File: config.mk
export PLATFORM = sky130hd
export DESIGN_NAME = fp_to_int_conv
export DESIGN_NICKNAME = d
export VERILOG_FILES = /design/src/rtl/fp_to_int_conv.sv
export SDC_FILE = /design/constraint.sdc
export NUM_CORES = 1
export LEC_CHECK = 0
export ABC_CLOCK_PERIOD_IN_PS = 8250
export CAP_MARGIN = 0
export CELL_PAD_IN_SITES_DETAIL_PLACEMENT = 0
export CELL_PAD_IN_SITES_GLOBAL_PLACEMENT = 1
export CORE_MARGIN = 2
export CORE_UTILIZATION = 49
export DETAILED_ROUTE_END_ITERATION = 6
export PLACE_DENSITY = 0.89
export SETUP_SLACK_MARGIN = 0.2
export SYNTH_ARGS = -nofsm -noshare
export SYNTH_HDL_FRONTEND = slang
export SYNTH_SLANG_ARGS = --single-unit
export TNS_END_PERCENT = 1
File: constraint.sdc
create_clock -name clk -period 8.25 [get_ports clk]
set_clock_uncertainty 0.2 [all_clocks]
set_input_delay 0.825 -clock clk [delete_from_list [all_inputs] [get_ports clk]]
set_output_delay 0.825 -clock clk [all_outputs]
set_load 0.02 [all_outputs]
File: src/rtl/fp_to_int_conv.sv
// Three-stage IEEE-754 single-precision to signed 32-bit integer converter.
// Stages: unpack/classify, align shift, round/negate/saturate; all stages advance together.
module fp_to_int_conv #(
  parameter int RNE    = 0,
  parameter int STAGES = 3
) (
  input  logic        clk,
  input  logic        rst_n,
  input  logic        in_valid,
  output logic        in_ready,
  input  logic [31:0] in_a,
  output logic        out_valid,
  input  logic        out_ready,
  output logic [31:0] out_z,
  output logic        out_invalid,
  output logic        out_inexact
);

  typedef enum logic [2:0] {
    CLS_NORMAL = 3'd0,
    CLS_HALF   = 3'd1,
    CLS_SMALL  = 3'd2,
    CLS_INF    = 3'd3,
    CLS_NAN    = 3'd4
  } cls_e;

  logic              adv_s;
  logic [STAGES-1:0] vld_r;

  logic [7:0]        exp_s;
  logic [22:0]       frac_s;
  cls_e              cls_s;

  logic              s1_sign_r;
  logic [23:0]       s1_man_r;
  logic signed [8:0] s1_e_r;
  cls_e              s1_cls_r;
  logic              s1_frac_nz_r;
  logic              s1_any_nz_r;
  logic              s1_min_r;

  logic [8:0]        lsh_s;
  logic [8:0]        rsh_s;
  logic [31:0]       lft_s;
  logic [47:0]       ext_s;
  logic [31:0]       mag_s;
  logic              g_s;
  logic              st_s;
  logic              ovf_s;

  logic              s2_sign_r;
  logic [31:0]       s2_mag_r;
  logic              s2_g_r;
  logic              s2_st_r;
  logic              s2_nan_r;
  logic              s2_inf_r;
  logic              s2_ovf_r;

  logic              rne_s;
  logic              inc_s;
  logic [31:0]       mag_rnd_s;
  logic [31:0]       z_s;
  logic              inv_s;
  logic              inx_s;

  assign adv_s     = out_ready | ~vld_r[STAGES-1];
  assign in_ready  = adv_s;
  assign out_valid = vld_r[STAGES-1];

  assign exp_s  = in_a[30:23];
  assign frac_s = in_a[22:0];

  // Classify the incoming float by its biased exponent and fraction.
  always_comb begin
    cls_s = CLS_NORMAL;
    if (exp_s == 8'd255) begin
      if (frac_s != 23'd0) begin
        cls_s = CLS_NAN;
      end else begin
        cls_s = CLS_INF;
      end
    end else if (exp_s < 8'd126) begin
      cls_s = CLS_SMALL;
    end else if (exp_s == 8'd126) begin
      cls_s = CLS_HALF;
    end else begin
      cls_s = CLS_NORMAL;
    end
  end

  // Stage valid bits; a bubble enters as a zero and only moves when the pipe advances.
  always_ff @(posedge clk or negedge rst_n) begin
    if (!rst_n) begin
      vld_r <= {STAGES{1'b0}};
    end else if (adv_s) begin
      vld_r <= {vld_r[STAGES-2:0], in_valid};
    end
  end

  // Stage 1 registers: unpacked fields, unbiased exponent and class.
  always_ff @(posedge clk or negedge rst_n) begin
    if (!rst_n) begin
      s1_sign_r    <= 1'b0;
      s1_man_r     <= 24'd0;
      s1_e_r       <= 9'sd0;
      s1_cls_r     <= CLS_SMALL;
      s1_frac_nz_r <= 1'b0;
      s1_any_nz_r  <= 1'b0;
      s1_min_r     <= 1'b0;
    end else if (adv_s) begin
      s1_sign_r    <= in_a[31];
      s1_man_r     <= {exp_s != 8'd0, frac_s};
      s1_e_r       <= $signed({1'b0, exp_s}) - 9'sd127;
      s1_cls_r     <= cls_s;
      s1_frac_nz_r <= (frac_s != 23'd0);
      s1_any_nz_r  <= (in_a[30:0] != 31'd0);
      s1_min_r     <= (in_a == 32'hCF00_0000);
    end
  end

  // Shift amounts are only meaningful inside their own exponent window.
  assign lsh_s = s1_e_r - 9'sd23;
  assign rsh_s = 9'sd23 - s1_e_r;
  assign lft_s = {8'd0, s1_man_r} << lsh_s;
  assign ext_s = {s1_man_r, 24'd0} >> rsh_s;

  // Align the mantissa to an integer magnitude and collect guard/sticky bits.
  always_comb begin
    mag_s = 32'd0;
    g_s   = 1'b0;
    st_s  = 1'b0;
    ovf_s = 1'b0;
    case (s1_cls_r)
      CLS_NORMAL: begin
        if ((s1_e_r >= 9'sd31) && !s1_min_r) begin
          ovf_s = 1'b1;
        end else if (s1_e_r >= 9'sd23) begin
          mag_s = lft_s;
        end else begin
          mag_s = {8'd0, ext_s[47:24]};
          g_s   = ext_s[23];
          st_s  = |ext_s[22:0];
        end
      end
      CLS_HALF: begin
        g_s  = 1'b1;
        st_s = s1_frac_nz_r;
      end
      CLS_SMALL: begin
        st_s = s1_any_nz_r;
      end
      default: begin
        mag_s = 32'd0;
      end
    endcase
  end

  // Stage 2 registers: magnitude, rounding bits and exception markers.
  always_ff @(posedge clk or negedge rst_n) begin
    if (!rst_n) begin
      s2_sign_r <= 1'b0;
      s2_mag_r  <= 32'd0;
      s2_g_r    <= 1'b0;
      s2_st_r   <= 1'b0;
      s2_nan_r  <= 1'b0;
      s2_inf_r  <= 1'b0;
      s2_ovf_r  <= 1'b0;
    end else if (adv_s) begin
      s2_sign_r <= s1_sign_r;
      s2_mag_r  <= mag_s;
      s2_g_r    <= g_s;
      s2_st_r   <= st_s;
      s2_nan_r  <= (s1_cls_r == CLS_NAN);
      s2_inf_r  <= (s1_cls_r == CLS_INF);
      s2_ovf_r  <= ovf_s;
    end
  end

  // Rounding increment cannot carry out: in-range rounded values stay below 2^24.
  assign rne_s     = (RNE != 0);
  assign inc_s     = rne_s & s2_g_r & (s2_st_r | s2_mag_r[0]);
  assign mag_rnd_s = s2_mag_r + {31'd0, inc_s};

  // Apply sign, then override with saturated codes for NaN, infinity and overflow.
  always_comb begin
    z_s   = s2_sign_r ? (32'd0 - mag_rnd_s) : mag_rnd_s;
    inv_s = 1'b0;
    inx_s = 1'b0;
    if (s2_nan_r) begin
      z_s   = 32'h8000_0000;
      inv_s = 1'b1;
    end else if (s2_inf_r || s2_ovf_r) begin
      z_s   = s2_sign_r ? 32'h8000_0000 : 32'h7FFF_FFFF;
      inv_s = 1'b1;
    end else begin
      inx_s = s2_g_r | s2_st_r;
    end
  end

  // Output registers; bubbles present zeros, backpressure freezes everything.
  always_ff @(posedge clk or negedge rst_n) begin
    if (!rst_n) begin
      out_z       <= 32'd0;
      out_invalid <= 1'b0;
      out_inexact <= 1'b0;
    end else if (adv_s) begin
      out_z       <= vld_r[STAGES-2] ? z_s   : 32'd0;
      out_invalid <= vld_r[STAGES-2] ? inv_s : 1'b0;
      out_inexact <= vld_r[STAGES-2] ? inx_s : 1'b0;
    end
  end

endmodule

Word level (Yosys, flattened, before mapping)
Cells that the tools add are included.
{"block": "classes", "add_sub_neg": 4, "order_cmp": 3, "n_eq_ne": 7, "shifts": 2, "n_mux": 26, "n_bitwise": 3, "reduce_logical": 8}
{"operator": "32-bit 2-to-1 mux", "n": 8}
{"operator": "48-bit by 9-bit right shift with 48-bit output", "n": 1}
{"operator": "32-bit equality test (second input constant)", "n": 1}
{"operator": "24-bit by 9-bit << shifter with 32-bit output", "n": 1}
{"operator": "1-bit by 32-bit subtractor with 32-bit output (first input constant)", "n": 1}
{"operator": "31-bit nonzero test", "n": 1}
{"operator": "23-bit nonzero test", "n": 1}
{"operator": "23-bit OR reduction", "n": 1}
{"operator": "9-bit by 6-bit greater-or-equal comparator with 1-bit output (second input constant)", "n": 2}
{"operator": "1-bit 2-to-1 mux", "n": 13}
{"operator": "3-bit 2-to-1 mux", "n": 3}
{"operator": "6-bit by 9-bit subtractor with 9-bit output (first input constant)", "n": 1}
{"operator": "8-bit by 7-bit subtractor with 9-bit output (second input constant)", "n": 1}
{"operator": "9-bit by 6-bit subtractor with 9-bit output (second input constant)", "n": 1}
{"operator": "8-bit by 7-bit equality test with 1-bit output (second input constant)", "n": 1}
{"operator": "8-bit equality test (second input constant)", "n": 1}
{"operator": "8-bit by 7-bit less-than comparator with 1-bit output (second input constant)", "n": 1}
{"operator": "8-bit nonzero test", "n": 1}
{"operator": "3-bit by 2-bit equality test with 1-bit output (second input constant)", "n": 2}
{"operator": "3-bit by 1-bit equality test with 1-bit output (second input constant)", "n": 1}
{"operator": "3-bit equality test (second input constant)", "n": 1}
{"operator": "3-bit logical NOT", "n": 1}
{"operator": "1-bit case mux with 3 select lines", "n": 1}
{"operator": "1-bit OR", "n": 2}
{"operator": "5 further kinds", "n": 5}
{"block": "totals", "reg_bits": 115, "in_bits": 36, "output_inout_bits": 36, "wordCells": 71}

Depth between registers and ports, before layout
Gate-level depths: netlist of the first run.
{"block": "logic_depth", "depth_word": 6, "ltp_mapped": 12, "depth_no_buf": 9}

Worst setup path after synthesis of the first run
No wires, ideal clock.
{"block": "synth_path", "path_type": "register to register", "startpoint": "register s2_mag_r[2]", "endpoint": "register out_z[31]", "setup_ns": 0.128, "arrival_ns": 2.955, "required_ns": 7.922, "slack_ns": 4.966, "stages_incl_launch_ff": 9, "n_path_buf": 1, "period_less_slack_ns": 3.284, "cell_sequence": "dfrtp_1 or4_1 or4_4 or4_1 buf_2 or3_4 or4_1 a221oi_1 o21ai_1"}
{"block": "synth_between", "elab_chain_len": 5}
{"element": "from (decl)", "line_no": "52", "text": "logic [31:0] s2_mag_r;"}
{"element": "from (signal assigned)", "line_no": "170", "text": "s2_mag_r <= mag_s;"}
{"element": "1-bit by 32-bit subtractor with 32-bit output", "line_no": "186", "text": "z_s = s2_sign_r ? (32'd0 - mag_rnd_s) : mag_rnd_s;"}
{"element": "32-bit 2-to-1 mux", "line_no": "186"}
{"element": "32-bit 2-to-1 mux", "line_no": "192", "text": "end else if (s2_inf_r || s2_ovf_r) begin"}
{"element": "32-bit 2-to-1 mux", "line_no": "189", "text": "if (s2_nan_r) begin"}
{"element": "32-bit 2-to-1 mux", "line_no": "207", "text": "out_z <= vld_r[STAGES-2] ? z_s : 32'd0;"}
{"element": "to (signal assigned)", "line_no": "207"}
{"element": "to (decl)", "line_no": "14", "text": "output logic [31:0] out_z,"}
Every way passes these cells.
A chain may end at the register's enable or synchronous reset.

Worst setup path after layout of the first run
{"block": "layout_path", "startpoint": "register s1_e_r[3]", "endpoint": "register s2_mag_r[6]"}
{"block": "layout_between", "elab_chain_len": 5}
{"element": "from (decl)", "line_no": "36", "text": "logic signed [8:0] s1_e_r;"}
{"element": "from (signal assigned)", "line_no": "113", "text": "s1_e_r <= $signed({1'b0, exp_s}) - 9'sd127;"}
{"element": "6-bit by 9-bit subtractor with 9-bit output or 9-bit by 6-bit subtractor with 9-bit output (tied branches)", "line_no": "123, 122"}
{"element": "48-bit by 9-bit right shift with 48-bit output or 24-bit by 9-bit << shifter with 32-bit output (tied branches)", "line_no": "125, 124"}
{"element": "32-bit 2-to-1 mux", "line_no": "137", "text": "end else if (s1_e_r >= 9'sd23) begin"}
{"element": "32-bit 2-to-1 mux (*)", "line_no": "135", "text": "if ((s1_e_r >= 9'sd31) && !s1_min_r) begin"}
{"element": "32-bit 2-to-1 mux (*)", "line_no": "133", "text": "case (s1_cls_r)"}
Every way passes the cells marked *; elsewhere a longest branch is shown, timed or not.

==> metrics.txt, run 1 <==
# TYPE chip_impl_metric gauge
chip_impl_info{name="run_status",value="finished clean"} 1
chip_impl_metric{name="grt_antenna_before_repair",unit=""} 0
chip_impl_metric{name="syn-num-nets",unit=""} 1075
chip_impl_metric{name="timing.critical_path.required",unit="ns"} 8.39
chip_impl_metric{name="final-setup-viol-count",unit=""} 0
chip_impl_metric{name="post_route_cells_drive_above_1_share",unit=""} 0.1198
chip_impl_metric{name="drcViolationCount",unit=""} 0
chip_impl_metric{name="ys_seq_area_frac",unit=""} 0.3237
chip_impl_metric{name="ctsLongestPathBuffers",unit=""} 2
chip_impl_metric{name="worst-slew-pin-transition",unit="ns"} 1.105
chip_impl_metric{name="ys_types",unit=""} 71
chip_impl_metric{name="post_synth.cell_area_avg",unit="sq um"} 8.618
chip_impl_info{name="critical-path-slowest-cell",value="sky130_fd_sc_hd__dfrtp_1"} 1
chip_impl_metric{name="synth_seq_cells",unit=""} 115
chip_impl_metric{name="grt_max_degree",unit=""} 75
chip_impl_metric{name="worst_slew_margin_rel",unit=""} 0.2615
chip_impl_metric{name="synth.cell_area",unit="sq mm"} 0.008894
chip_impl_metric{name="logic_pwr_share",unit=""} 0.554
chip_impl_metric{name="worst-r2r-cell-count",unit=""} 9
chip_impl_metric{name="rows",unit=""} 49
chip_impl_metric{name="port-buffer-count",unit=""} 71
chip_impl_metric{name="cap_violations",unit=""} 0
chip_impl_info{name="crit_path_cell_trace",value="clkinv_1 > ha_1 > a41oi_1 > nand4b_1 > a21oi_1 > o21bai_1 > nor3_1 > a22oi_1 > o21ai_0"} 1
chip_impl_metric{name="finalNonFillerCells",unit=""} 1289
chip_impl_metric{name="final_worst_path_period_share",unit=""} 0.5691
chip_impl_metric{name="coreArea",unit="sq mm"} 0.01790
chip_impl_metric{name="syn_inst",unit=""} 1032
chip_impl_metric{name="r2r_setup_slack",unit="ns"} 3.56
chip_impl_metric{name="htree_levels",unit=""} 4
chip_impl_metric{name="post-layout-total-power",unit="uW"} 3673
chip_impl_metric{name="synth-async-reset-ratio",unit=""} 1.000
chip_impl_info{name="cp_class",value="reg2reg"} 1
chip_impl_metric{name="p_seq_frac",unit=""} 0.243
chip_impl_info{name="netlist_top_cells_count",value="sky130_fd_sc_hd__nand2_1, sky130_fd_sc_hd__dfrtp_1, sky130_fd_sc_hd__o21ai_0"} 1
chip_impl_metric{name="antenna_cells",unit=""} 0
chip_impl_metric{name="clock_power_share",unit=""} 0.204
chip_impl_metric{name="p_int",unit="uW"} 1994
chip_impl_metric{name="route.vias.total",unit=""} 8203
chip_impl_metric{name="cts-resized-gates",unit=""} 0
chip_impl_metric{name="detailedPlacementHpwl",unit="mm"} 19.69
chip_impl_info{name="critical_path.endpoint_type",value="flip-flop"} 1
chip_impl_info{name="netlist.top_cell.by_area",value="sky130_fd_sc_hd__dfrtp_1"} 1
chip_impl_metric{name="chipHeight",unit="um"} 138.7
chip_impl_info{name="tritoncts",value="done"} 1
chip_impl_metric{name="worst-endpoint-arrival",unit="ns"} 4.83
chip_impl_metric{name="num-fill-cells",unit=""} 1682
chip_impl_metric{name="synth_enable_flop_cells",unit=""} 0
chip_impl_metric{name="crit_path_max_incr_delay",unit="ns"} 0.89
chip_impl_metric{name="die_x",unit="um"} 138.7
chip_impl_info{name="synth_most_common_cell",value="sky130_fd_sc_hd__nand2_1"} 1
chip_impl_metric{name="power_per_cell_area",unit="mW/mm^2"} 357.5
chip_impl_metric{name="max-vdd-ir-drop",unit="mV"} 0.1712
chip_impl_metric{name="flow.area_growth_from_synthesis",unit="%"} 15.53
chip_impl_metric{name="ant_nets",unit=""} 0
chip_impl_metric{name="final_hold_viol_count",unit=""} 0
chip_impl_info{name="rsz0062_at_grt",value="no"} 1
chip_impl_metric{name="gp_congestion",unit=""} 0.9538
chip_impl_metric{name="cts_inserted_buffers",unit=""} 17
chip_impl_metric{name="power.switching",unit="uW"} 1679
chip_impl_metric{name="yosys_warnings",unit=""} 0
chip_impl_metric{name="fp.dieArea",unit="sq mm"} 0.01924
chip_impl_metric{name="crit_cells",unit=""} 9
chip_impl_metric{name="clkTransAtPathRegs",unit="ns"} 0.06
chip_impl_info{name="setup.worst_path.end",value="s2_mag_r[6]"} 1
chip_impl_metric{name="cts.hold.buffers_added",unit=""} 0
chip_impl_metric{name="clk-insertion-delay-late",unit="ns"} 0.42
chip_impl_metric{name="postRouteWirelength",unit="mm"} 26.39
chip_impl_metric{name="route.detailed.wl_per_inst",unit="um"} 20.47
chip_impl_info{name="cts.root.buffer_cell",value="sky130_fd_sc_hd__clkbuf_16"} 1
chip_impl_info{name="r2r-end",value="s2_mag_r[6]"} 1
chip_impl_metric{name="routed_via_density",unit=""} 6.364
chip_impl_metric{name="nNetsFinal",unit=""} 1090
chip_impl_info{name="ys_top_cells_by_area",value="sky130_fd_sc_hd__dfrtp_1, sky130_fd_sc_hd__mux4_2, sky130_fd_sc_hd__nand2_1"} 1
chip_impl_metric{name="setup_slack",unit="ns"} 3.555
chip_impl_info{name="worst_setup_path_start_kind",value="flip-flop"} 1
chip_impl_metric{name="grt-ovfl-total",unit=""} 0
chip_impl_metric{name="maxClockFrequency",unit="GHz"} 0.2130
chip_impl_info{name="reg2reg_start",value="s1_e_r[3]"} 1
chip_impl_info{name="crit_family",value="compound AO/OA/AOI/OAI gates"} 1
chip_impl_metric{name="dp_worst_setup_slack",unit="ns"} 3.608
chip_impl_info{name="start_point_of_the_critical_path",value="s1_e_r[3]"} 1
chip_impl_info{name="prevailing_post_synth_register_cell",value="sky130_fd_sc_hd__dfrtp_1"} 1
chip_impl_metric{name="layout_min_cycle_time",unit="ns"} 4.695
chip_impl_metric{name="timing.setup.tns",unit="ns"} 0
chip_impl_metric{name="grt_usage",unit=""} 0.2783
chip_impl_metric{name="starting_utilization_of_the_core_area",unit=""} 0.4968
chip_impl_metric{name="netlist.area_leader.share",unit=""} 0.3208
chip_impl_metric{name="global_route_wire_length_before_repair",unit="mm"} 42.87
chip_impl_metric{name="worstPathMaxFanout",unit=""} 27
chip_impl_metric{name="post_cts.repair.setup_buffers",unit=""} 0
chip_impl_info{name="hold_path.class",value="reg2reg"} 1
chip_impl_metric{name="report.final.slew_viol_count",unit=""} 0
chip_impl_metric{name="worstPathBufferInverterCount",unit=""} 1
chip_impl_metric{name="placedCellCount",unit=""} 1257
chip_impl_metric{name="total_leakage_power",unit="uW"} 0.004293
chip_impl_metric{name="cts_num_sinks",unit=""} 115
chip_impl_metric{name="sw_frac_of_total",unit=""} 0.4571
chip_impl_metric{name="1st_pass_router_iterations",unit=""} 6
chip_impl_metric{name="io_pins",unit=""} 72
chip_impl_metric{name="grt_pass1_vias",unit=""} 7578
chip_impl_metric{name="violation_count_after_the_first_detailed_routing_iteration",unit=""} 842
cell families after synthesis:
group	after synthesis	synth area share
and+or+nand+nor	389	0.1989
xor gates and xnor gates	42	0.04136
buffers and inverters	110	0.04769
adders and majority gates	8	0.01097
DFF	115	0.3237
muxes	85	0.1614
AOI/OAI and AO/OA	283	0.2160
power by group through the flow:
stage | logic (uW) | clock network (uW) | registers, uW
global route | 2200 | 788 | 917
floorplan | 1420 | 0 | 874
CTS | 2020 | 761 | 885
detailed placement | 2010 | 0 | 894
global placement | 2010 | 0 | 886
finish | 2030 | 748 | 892
cells in the final DEF, fill, tap and decap left out, types with 5 or more instances in the layout:
| master | synthesis | layout |
|---|---|---|
| sky130_fd_sc_hd__nand2_1 | 215 | 215 |
| sky130_fd_sc_hd__dfrtp_1 | 114 | 112 |
| sky130_fd_sc_hd__o21ai_0 | 81 | 81 |
| sky130_fd_sc_hd__clkdlybuf4s50_1 | 0 | 70 |
| sky130_fd_sc_hd__nor2_1 | 52 | 52 |
| sky130_fd_sc_hd__mux4_2 | 45 | 45 |
| sky130_fd_sc_hd__a21oi_1 | 39 | 39 |
| sky130_fd_sc_hd__xnor2_1 | 30 | 29 |
| sky130_fd_sc_hd__mux2i_1 | 23 | 23 |
| sky130_fd_sc_hd__a22o_1 | 22 | 22 |
| sky130_fd_sc_hd__nand3_1 | 21 | 21 |
| sky130_fd_sc_hd__o31ai_1 | 20 | 20 |
| sky130_fd_sc_hd__inv_1 | 19 | 19 |
| sky130_fd_sc_hd__mux2_2 | 17 | 17 |
| sky130_fd_sc_hd__clkbuf_16 | 0 | 17 |
| sky130_fd_sc_hd__buf_4 | 0 | 15 |
| sky130_fd_sc_hd__nor3_1 | 14 | 14 |
| sky130_fd_sc_hd__nor4_1 | 13 | 13 |
| sky130_fd_sc_hd__nand2b_1 | 12 | 12 |
| sky130_fd_sc_hd__a22oi_1 | 12 | 12 |
| sky130_fd_sc_hd__xor2_1 | 12 | 11 |
| sky130_fd_sc_hd__a31oi_1 | 10 | 10 |
| sky130_fd_sc_hd__or3_1 | 10 | 10 |
| sky130_fd_sc_hd__a211oi_1 | 10 | 9 |
| sky130_fd_sc_hd__or4_1 | 9 | 9 |
| sky130_fd_sc_hd__and3_1 | 8 | 8 |
| sky130_fd_sc_hd__o22ai_1 | 8 | 8 |
| sky130_fd_sc_hd__nand4_1 | 7 | 7 |
| sky130_fd_sc_hd__a311oi_1 | 7 | 7 |
| sky130_fd_sc_hd__o21a_1 | 7 | 7 |
| sky130_fd_sc_hd__o211ai_1 | 7 | 7 |
| sky130_fd_sc_hd__a221o_1 | 7 | 7 |
| sky130_fd_sc_hd__ha_1 | 7 | 7 |
| sky130_fd_sc_hd__a32oi_1 | 6 | 6 |
| sky130_fd_sc_hd__o41ai_1 | 6 | 6 |
| sky130_fd_sc_hd__and2_1 | 5 | 5 |
| sky130_fd_sc_hd__nor2b_1 | 6 | 5 |
| sky130_fd_sc_hd__inv_6 | 0 | 5 |
worst min-delay path by stage:
stage | start | end | slack [ns] | cells after the start
after CTS | out_z[30] | out_z[30] | 0.27 | 2
after detailed placement | out_z[30] | out_z[30] | 0.26 | 2
after global placement | out_z[11] | out_z[11] | 0.25 | 2
final | out_z[30] | out_z[30] | 0.26 | 2
after global routing | out_z[3] | out_z[3] | 0.29 | 2
after floorplan | s1_sign_r | s1_sign_r | 0.24 | 2
stage by stage:
step | util | hold WS (ns) | area [sq um]
after floorplan | - | 0.2386 | 8894
after global placement | 0.5406 | 0.2504 | 9678
after detailed placement | 0.5406 | 0.2560 | 9678
after CTS | 0.5739 | 0.2703 | 10270
after global routing | 0.5739 | 0.2939 | 10270
final | 0.5739 | 0.2638 | 10270
final cells by class:
cell class,count,area (sq um),share of cell area
multi-input cells,807,5618,0.5468
flip-flops and latches,115,2882,0.2804
repair buffers,85,813.3,0.07915
clock buffers,17,425.4,0.04140
well taps,229,286.5,0.02789
clock inverters,15,171.4,0.01668
inverters,21,78.83,0.007672
tightest hold or removal path: stages (launching register included):
cell	delay, ns
sky130_fd_sc_hd__dfrtp_1	0.34
sky130_fd_sc_hd__nand2_1	0.05
sky130_fd_sc_hd__nand2_1	0.05
registers in the layout (all words and copies together), names as in the netlist:
| name | cells |
|---|---|
| s1_man_r | 24 |
| s1_frac_nz_r | 1 |
| s1_any_nz_r | 1 |
| s2_sign_r | 1 |
| s2_mag_r | 32 |
| s2_nan_r | 1 |
| out_invalid | 1 |
| s1_cls_r | 3 |
| s1_sign_r | 1 |
| vld_r | 3 |
| s2_st_r | 1 |
| s1_min_r | 1 |
| s2_inf_r | 1 |
| s2_ovf_r | 1 |
| out_z | 32 |
| s1_e_r | 9 |
| out_inexact | 1 |
| s2_g_r | 1 |
per-layer routing:
layer | vias up | share of wire | global-route usage
li1 | 3857 | - | -
met4 | 0 | 0.040 | 0.1239
met1 | 3932 | 0.43 | 0.3817
met3 | 63 | 0.058 | 0.03798
met2 | 351 | 0.47 | 0.4442
met5 | - | 0 | 0
Note: power is estimated with default switching activity, not from simulation.
==> inputs of run 2 (changes only) <==
ABC_CLOCK_PERIOD_IN_PS = 4600   (was 8250)
CORE_UTILIZATION = 46   (was 49)
PLACE_DENSITY = 0.84   (was 0.89)
clock period = 4.6 ns   (was 8.25 ns; I/O delays follow)
==> run 2 against run 1 <==
Hold slack got worse by 0.0026 ns. Die area increased by 6.3%. Non-clock buffer count increased by 10. Combinational power increased by 79%. Sequential power increased by 82%. Sequential share of layout area decreased by 0.29 points. Core utilization decreased by 2.3 points. Global-route usage increased by 0.18 points. Critical path type unchanged. Critical endpoint is now out_z[31]. Largest cell class unchanged. Highest routed layer unchanged.
==> metrics.txt, run 2 (synthesis gave the netlist of run 1 again) <==
# TYPE chip_impl_metric gauge
chip_impl_info{name="reg2reg_start",value="s2_mag_r[2]"} 1
chip_impl_metric{name="cts.hold.buffers_added",unit=""} 1
chip_impl_metric{name="starting_utilization_of_the_core_area",unit=""} 0.4723
chip_impl_info{name="start_point_of_the_critical_path",value="s2_mag_r[2]"} 1
chip_impl_metric{name="cts-resized-gates",unit=""} 0
chip_impl_metric{name="routed_via_density",unit=""} 6.261
chip_impl_metric{name="cts_num_sinks",unit=""} 115
chip_impl_metric{name="gp_congestion",unit=""} 1.007
chip_impl_metric{name="postRouteWirelength",unit="mm"} 27.31
chip_impl_metric{name="flow.area_growth_from_synthesis",unit="%"} 16.76
chip_impl_info{name="most-common-layout-cells",value="sky130_fd_sc_hd__nand2_1, sky130_fd_sc_hd__dfrtp_1, sky130_fd_sc_hd__o21ai_0"} 1
chip_impl_metric{name="io_pins",unit=""} 72
chip_impl_metric{name="grt_pass1_vias",unit=""} 7812
chip_impl_metric{name="antenna_cells",unit=""} 0
chip_impl_metric{name="total_leakage_power",unit="uW"} 0.004334
chip_impl_metric{name="final_area",unit="sq mm"} 0.01038
chip_impl_metric{name="cts_inserted_buffers",unit=""} 17
chip_impl_info{name="top_registers",value="out_z (32), s2_mag_r (32), s1_man_r (24)"} 1
chip_impl_metric{name="final_worst_path_period_share",unit=""} 0.7647
chip_impl_metric{name="setup_slack",unit="ns"} 1.082
chip_impl_info{name="cts.root.buffer_cell",value="sky130_fd_sc_hd__clkbuf_16"} 1
chip_impl_metric{name="clk-insertion-delay-late",unit="ns"} 0.43
chip_impl_metric{name="grt_usage",unit=""} 0.2801
chip_impl_info{name="hold_path.startpoint",value="out_z[11]"} 1
chip_impl_metric{name="hold_slack_final",unit="ns"} 0.2612
chip_impl_info{name="rsz0062_at_grt",value="no"} 1
chip_impl_metric{name="timing.setup.tns",unit="ns"} 0
chip_impl_metric{name="chipHeight",unit="um"} 143.0
chip_impl_metric{name="nNetsFinal",unit=""} 1100
chip_impl_metric{name="power_per_cell_area",unit="mW/mm^2"} 636.6
chip_impl_metric{name="finalNonFillerCells",unit=""} 1330
chip_impl_metric{name="port-buffer-count",unit=""} 71
chip_impl_info{name="most_common_cell_after_layout_fill_and_taps_aside",value="sky130_fd_sc_hd__nand2_1"} 1
chip_impl_metric{name="worst-endpoint-arrival",unit="ns"} 3.63
chip_impl_info{name="hold_path.class",value="reg2reg"} 1
chip_impl_metric{name="dpl_cell_area",unit="sq mm"} 0.009777
chip_impl_info{name="worst_setup_path_start_kind",value="flip-flop"} 1
chip_impl_metric{name="1st_pass_router_iterations",unit=""} 7
chip_impl_metric{name="worstPathMaxFanout",unit=""} 8
chip_impl_metric{name="violation_count_after_the_first_detailed_routing_iteration",unit=""} 1017
chip_impl_metric{name="ant_nets",unit=""} 0
chip_impl_metric{name="grt-ovfl-total",unit=""} 0
chip_impl_metric{name="drcViolationCount",unit=""} 0
chip_impl_metric{name="rows",unit=""} 50
chip_impl_metric{name="worst-slew-pin-transition",unit="ns"} 1.148
chip_impl_metric{name="post_route_cells_drive_above_1_share",unit=""} 0.1262
chip_impl_info{name="run_status",value="finished clean"} 1
chip_impl_metric{name="htree_levels",unit=""} 4
chip_impl_info{name="critical_path.endpoint_type",value="flip-flop"} 1
chip_impl_metric{name="fp.dieArea",unit="sq mm"} 0.02046
chip_impl_metric{name="dp_worst_setup_slack",unit="ns"} 1.104
chip_impl_metric{name="final-setup-viol-count",unit=""} 0
chip_impl_metric{name="global_route_wire_length_before_repair",unit="mm"} 44.33
chip_impl_metric{name="coreArea",unit="sq mm"} 0.01883
chip_impl_metric{name="route.detailed.wl_per_inst",unit="um"} 20.53
chip_impl_metric{name="route.vias.total",unit=""} 8327
chip_impl_metric{name="detailedPlacementHpwl",unit="mm"} 20.09
chip_impl_metric{name="grt_max_degree",unit=""} 67
chip_impl_metric{name="post_cts.repair.setup_buffers",unit=""} 0
chip_impl_metric{name="final_hold_viol_count",unit=""} 0
chip_impl_info{name="cp_class",value="reg2reg"} 1
chip_impl_metric{name="layout_min_cycle_time",unit="ns"} 3.518
chip_impl_metric{name="cap_violations",unit=""} 0
chip_impl_metric{name="max-vdd-ir-drop",unit="mV"} 0.2763
chip_impl_metric{name="report.final.slew_viol_count",unit=""} 0
chip_impl_metric{name="die_x",unit="um"} 143.0
chip_impl_metric{name="placedCellCount",unit=""} 1297
chip_impl_metric{name="maxClockFrequency",unit="GHz"} 0.2843
chip_impl_metric{name="ctsLongestPathBuffers",unit=""} 2
chip_impl_metric{name="timing.critical_path.required",unit="ns"} 4.71
chip_impl_metric{name="worst_slew_margin_rel",unit=""} 0.2345
chip_impl_info{name="tritoncts",value="done"} 1
chip_impl_metric{name="clkTransAtPathRegs",unit="ns"} 0.06
chip_impl_metric{name="grt_antenna_before_repair",unit=""} 0
==> run 2: worst paths after layout <==
path,endpoint,slack (ns),cells after the start
max,out_z[31],1.08,7
min,out_z[11],0.26,2
max reg2reg,out_z[31],1.08,7
min reg2reg,out_z[11],0.26,2
max in group asynchronous,out_z[31],2.82,3
min in group asynchronous,out_z[16],0.48,2
==> run 2: cell type report <==
cell class	count	area [sq um]
clock buffers	17	425.4
clock inverters	15	171.4
fillers	1802	8447
inverters	21	78.83
multi-input cells	807	5610
flip-flops and latches	115	2882
well taps	260	325.3
repair buffers	95	890.9
==> run 2: power by group <==
part	total (uW)	switching, uW	internal, uW
logic	3640	2100	1540
clock network	1350	543	811
registers	1620	372	1250
total	6610	3020	3600
==> run 2: worst max-delay path: stages (launching register included) <==
cell and delay [ns]:
sky130_fd_sc_hd__dfrtp_1 0.42, sky130_fd_sc_hd__or4_1 0.55, sky130_fd_sc_hd__or4_4 0.46, sky130_fd_sc_hd__or4_1 0.57
sky130_fd_sc_hd__or3_4 0.42, sky130_fd_sc_hd__or4_1 0.43, sky130_fd_sc_hd__a221oi_1 0.25, sky130_fd_sc_hd__o21ai_1 0.10
==> run 2: metal layers <==
layer,vias up,track usage,share of wire
met5,-,0,0
met4,0,0.1209,0.042
met3,76,0.04326,0.075
met2,431,0.4349,0.46
met1,3935,0.3895,0.42
li1,3885,-,-
==> run 2: metrics by stage <==
stage                     total power (uW)  utilization
after global placement                5195       0.5192
after global routing                  7026       0.5514
after detailed placement              5208       0.5192
after CTS                             6572       0.5514
after floorplan                       4121            -
final                                 6611       0.5514
==> inputs of run 3 (changes only) <==
ABC_CLOCK_PERIOD_IN_PS = 3400   (was 4600)
clock period = 3.4 ns   (was 4.6 ns; I/O delays follow)
==> run 3 against run 2 <==
Register-to-register slack lost 0.94 ns. Routed wire length shrank 0.48%. Sequential power grew 32%. Clock power grew 35%. Sequential share of layout area shrank 0.78 points. Power grew 39%. Hold slack gained 0.0025 ns. Count of clock-buffer cells in the layout grew 3. Combinational power grew 44%. Die area is the same. Highest routed layer unchanged.
==> metrics.txt, run 3 (synthesis gave the netlist of run 1 again) <==
# TYPE chip_impl_metric gauge
chip_impl_info{name="run_status",value="finished clean"} 1
chip_impl_metric{name="final_hold_viol_count",unit=""} 0
chip_impl_metric{name="flow.area_growth_from_synthesis",unit="%"} 20.13
chip_impl_info{name="top_registers",value="out_z (32), s2_mag_r (32), s1_man_r (24)"} 1
chip_impl_metric{name="violation_count_after_the_first_detailed_routing_iteration",unit=""} 817
chip_impl_metric{name="route.detailed.wl_per_inst",unit="um"} 19.98
chip_impl_metric{name="logic_pwr_share",unit=""} 0.570
chip_impl_metric{name="num-fill-cells",unit=""} 1719
chip_impl_metric{name="drcViolationCount",unit=""} 0
chip_impl_info{name="crit_top_cell",value="sky130_fd_sc_hd__or4_4"} 1
chip_impl_metric{name="port-buffer-count",unit=""} 71
chip_impl_metric{name="postRouteWirelength",unit="mm"} 27.18
chip_impl_metric{name="fp.dieArea",unit="sq mm"} 0.02046
chip_impl_metric{name="worst_hold_path.num_cells",unit=""} 2
chip_impl_metric{name="global_route_wire_length_before_repair",unit="mm"} 44.32
chip_impl_metric{name="worst_slew_margin_rel",unit=""} 0.3494
chip_impl_metric{name="maxClockFrequency",unit="GHz"} 0.3068
chip_impl_metric{name="ctsLongestPathBuffers",unit=""} 2
chip_impl_metric{name="grt_antenna_before_repair",unit=""} 0
chip_impl_metric{name="post_route_cells_drive_above_1_share",unit=""} 0.1555
chip_impl_metric{name="htree_levels",unit=""} 4
chip_impl_metric{name="layout_min_cycle_time",unit="ns"} 3.259
chip_impl_metric{name="die_x",unit="um"} 143.0
chip_impl_metric{name="1st_pass_router_iterations",unit=""} 7
chip_impl_metric{name="worst-r2r-cell-count",unit=""} 7
chip_impl_info{name="critical_path.endpoint_type",value="flip-flop"} 1
chip_impl_info{name="hold_path.class",value="reg2reg"} 1
chip_impl_metric{name="cts_num_sinks",unit=""} 115
chip_impl_metric{name="multi_input_comb_area",unit="sq mm"} 0.005660
chip_impl_metric{name="clk-insertion-delay-late",unit="ns"} 0.42
chip_impl_metric{name="route.vias.total",unit=""} 8408
chip_impl_metric{name="cap_violations",unit=""} 0
chip_impl_info{name="worst_setup_path_start_kind",value="flip-flop"} 1
chip_impl_metric{name="antenna_cells",unit=""} 0
chip_impl_info{name="most_common_cell_after_layout_fill_and_taps_aside",value="sky130_fd_sc_hd__nand2_1"} 1
chip_impl_metric{name="gp_congestion",unit=""} 1.043
chip_impl_metric{name="power.switching",unit="uW"} 4086
chip_impl_metric{name="total_leakage_power",unit="uW"} 0.004510
chip_impl_metric{name="worstPathMaxFanout",unit=""} 5
chip_impl_metric{name="cts_inserted_buffers",unit=""} 17
chip_impl_metric{name="max-vdd-ir-drop",unit="mV"} 0.3510
chip_impl_metric{name="sw_frac_of_total",unit=""} 0.4436
chip_impl_metric{name="power_per_cell_area",unit="mW/mm^2"} 862.1
chip_impl_metric{name="p_seq_frac",unit=""} 0.232
chip_impl_info{name="most-common-layout-cells",value="sky130_fd_sc_hd__nand2_1, sky130_fd_sc_hd__dfrtp_1, sky130_fd_sc_hd__o21ai_0"} 1
chip_impl_metric{name="routed_via_density",unit=""} 6.182
chip_impl_metric{name="final_worst_path_period_share",unit=""} 0.9586
chip_impl_metric{name="worst-endpoint-arrival",unit="ns"} 3.36
chip_impl_metric{name="starting_utilization_of_the_core_area",unit=""} 0.4723
chip_impl_metric{name="timing.critical_path.required",unit="ns"} 3.50
chip_impl_metric{name="ant_nets",unit=""} 0
chip_impl_info{name="tritoncts",value="done"} 1
chip_impl_metric{name="io_pins",unit=""} 72
chip_impl_metric{name="grt_usage",unit=""} 0.2784
chip_impl_metric{name="clkTransAtPathRegs",unit="ns"} 0.06
chip_impl_metric{name="crit_path_max_incr_delay",unit="ns"} 0.57
chip_impl_metric{name="coreArea",unit="sq mm"} 0.01883
chip_impl_info{name="cts.root.buffer_cell",value="sky130_fd_sc_hd__clkbuf_16"} 1
chip_impl_metric{name="worst-slew-pin-transition",unit="ns"} 0.9758
chip_impl_metric{name="chipHeight",unit="um"} 143.0
chip_impl_metric{name="grt_max_degree",unit=""} 69
chip_impl_metric{name="clock_power_share",unit=""} 0.198
chip_impl_info{name="critical-path-slowest-cell",value="sky130_fd_sc_hd__or4_4"} 1
chip_impl_info{name="rsz0062_at_grt",value="yes"} 1
chip_impl_metric{name="final-setup-viol-count",unit=""} 0
chip_impl_metric{name="grt_pass1_vias",unit=""} 7908
chip_impl_metric{name="detailedPlacementHpwl",unit="mm"} 20.29
chip_impl_metric{name="p_int",unit="uW"} 5124
chip_impl_metric{name="timing.setup.tns",unit="ns"} 0
chip_impl_metric{name="nNetsFinal",unit=""} 1130
chip_impl_info{name="cp_class",value="reg2reg"} 1
chip_impl_metric{name="rows",unit=""} 50
chip_impl_metric{name="seqCellArea",unit="sq mm"} 0.002882
chip_impl_metric{name="finalCoreUtilization",unit=""} 0.5674
chip_impl_info{name="crit_path_cell_trace",value="or4_4 > or4_4 > or3_1 > or3_4 > or4_1 > a221oi_2 > o21ai_1"} 1
chip_impl_metric{name="report.final.slew_viol_count",unit=""} 0
chip_impl_metric{name="grt-ovfl-total",unit=""} 0
==> run 3: cell count changes in the layout (fill, tap and decap cells not counted), sizes merged <==
cell and delta:
clkinv +2, clkinvlp -2, bufinv +1, buf +30
inv -4, clkbuf +3
==> run 3: area by class of cell <==
| type | instances | share of cell area |
|---|---|---|
| Inverter | 21 | 0.007378 |
| Sequential cell | 115 | 0.2697 |
| Tap cell | 260 | 0.03045 |
| Timing Repair Buffer | 125 | 0.1072 |
| Multi-Input combinational cell | 807 | 0.5298 |
| Clock buffer | 20 | 0.04087 |
| Clock inverter | 12 | 0.01464 |
==> run 3: worst paths after layout <==
check,from,endpoint,slack [ns]
max,s2_mag_r[16],out_z[31],0.14
min,out_z[0],out_z[0],0.26
max reg2reg,s2_mag_r[16],out_z[31],0.14
min reg2reg,out_z[0],out_z[0],0.26
max in group asynchronous,rst_n,s1_e_r[0],1.79
min in group asynchronous,rst_n,out_z[14],0.34
==> run 3: worst max-delay path: cells and delay by family, from the launching register on <==
| family | cells | cell delay [ns] |
|---|---|---|
| AOI/OAI and AO/OA | 2 | 0.31 |
| and+or+nand+nor | 5 | 2.22 |
| DFF | 1 | 0.41 |
==> run 3: layer usage <==
metal,share of wire,vias to the layer above,track usage
met5,0,-,0
met4,0.043,0,0.1178
met3,0.058,78,0.03991
met2,0.46,384,0.4392
met1,0.44,4005,0.3842
li1,-,3941,-
==> run 3: repair_timing <==
| item | in CTS | in global routing |
|---|---|---|
| hold buffers | 1 | 0 |
| setup buffers | 0 | 1 |
| pin swaps | 0 | 0 |
| gates resized for setup | 1 | 9 |
| hold endpoints to repair | 56 | 0 |
| setup endpoints to repair | 4 | 31 |
==> run 3: power groups by stage <==
stage	logic [uW]	clock network [uW]	registers (uW)
after floorplan	3470	0	2120
after global placement	5110	0	2130
after detailed placement	5120	0	2150
after CTS	5150	1850	2130
after global routing	5690	1900	2190
final	5250	1820	2140
==> run 3: per-stage QoR <==
step                      setup WS [ns]  hold slack, ns  cells  power [uW]  instance area (sq um)
after global placement           0.1642          0.2464   1326        7242                  10030
after detailed placement         0.1364          0.2502   1326        7273                  10030
after floorplan                  0.1219         -0.1556   1032        5590                   8902
after global routing            0.02664          0.2841   1360        9783                  10680
final                            0.1409          0.2637   1360        9210                  10680
after CTS                        0.1389          0.2689   1359        9129                  10630
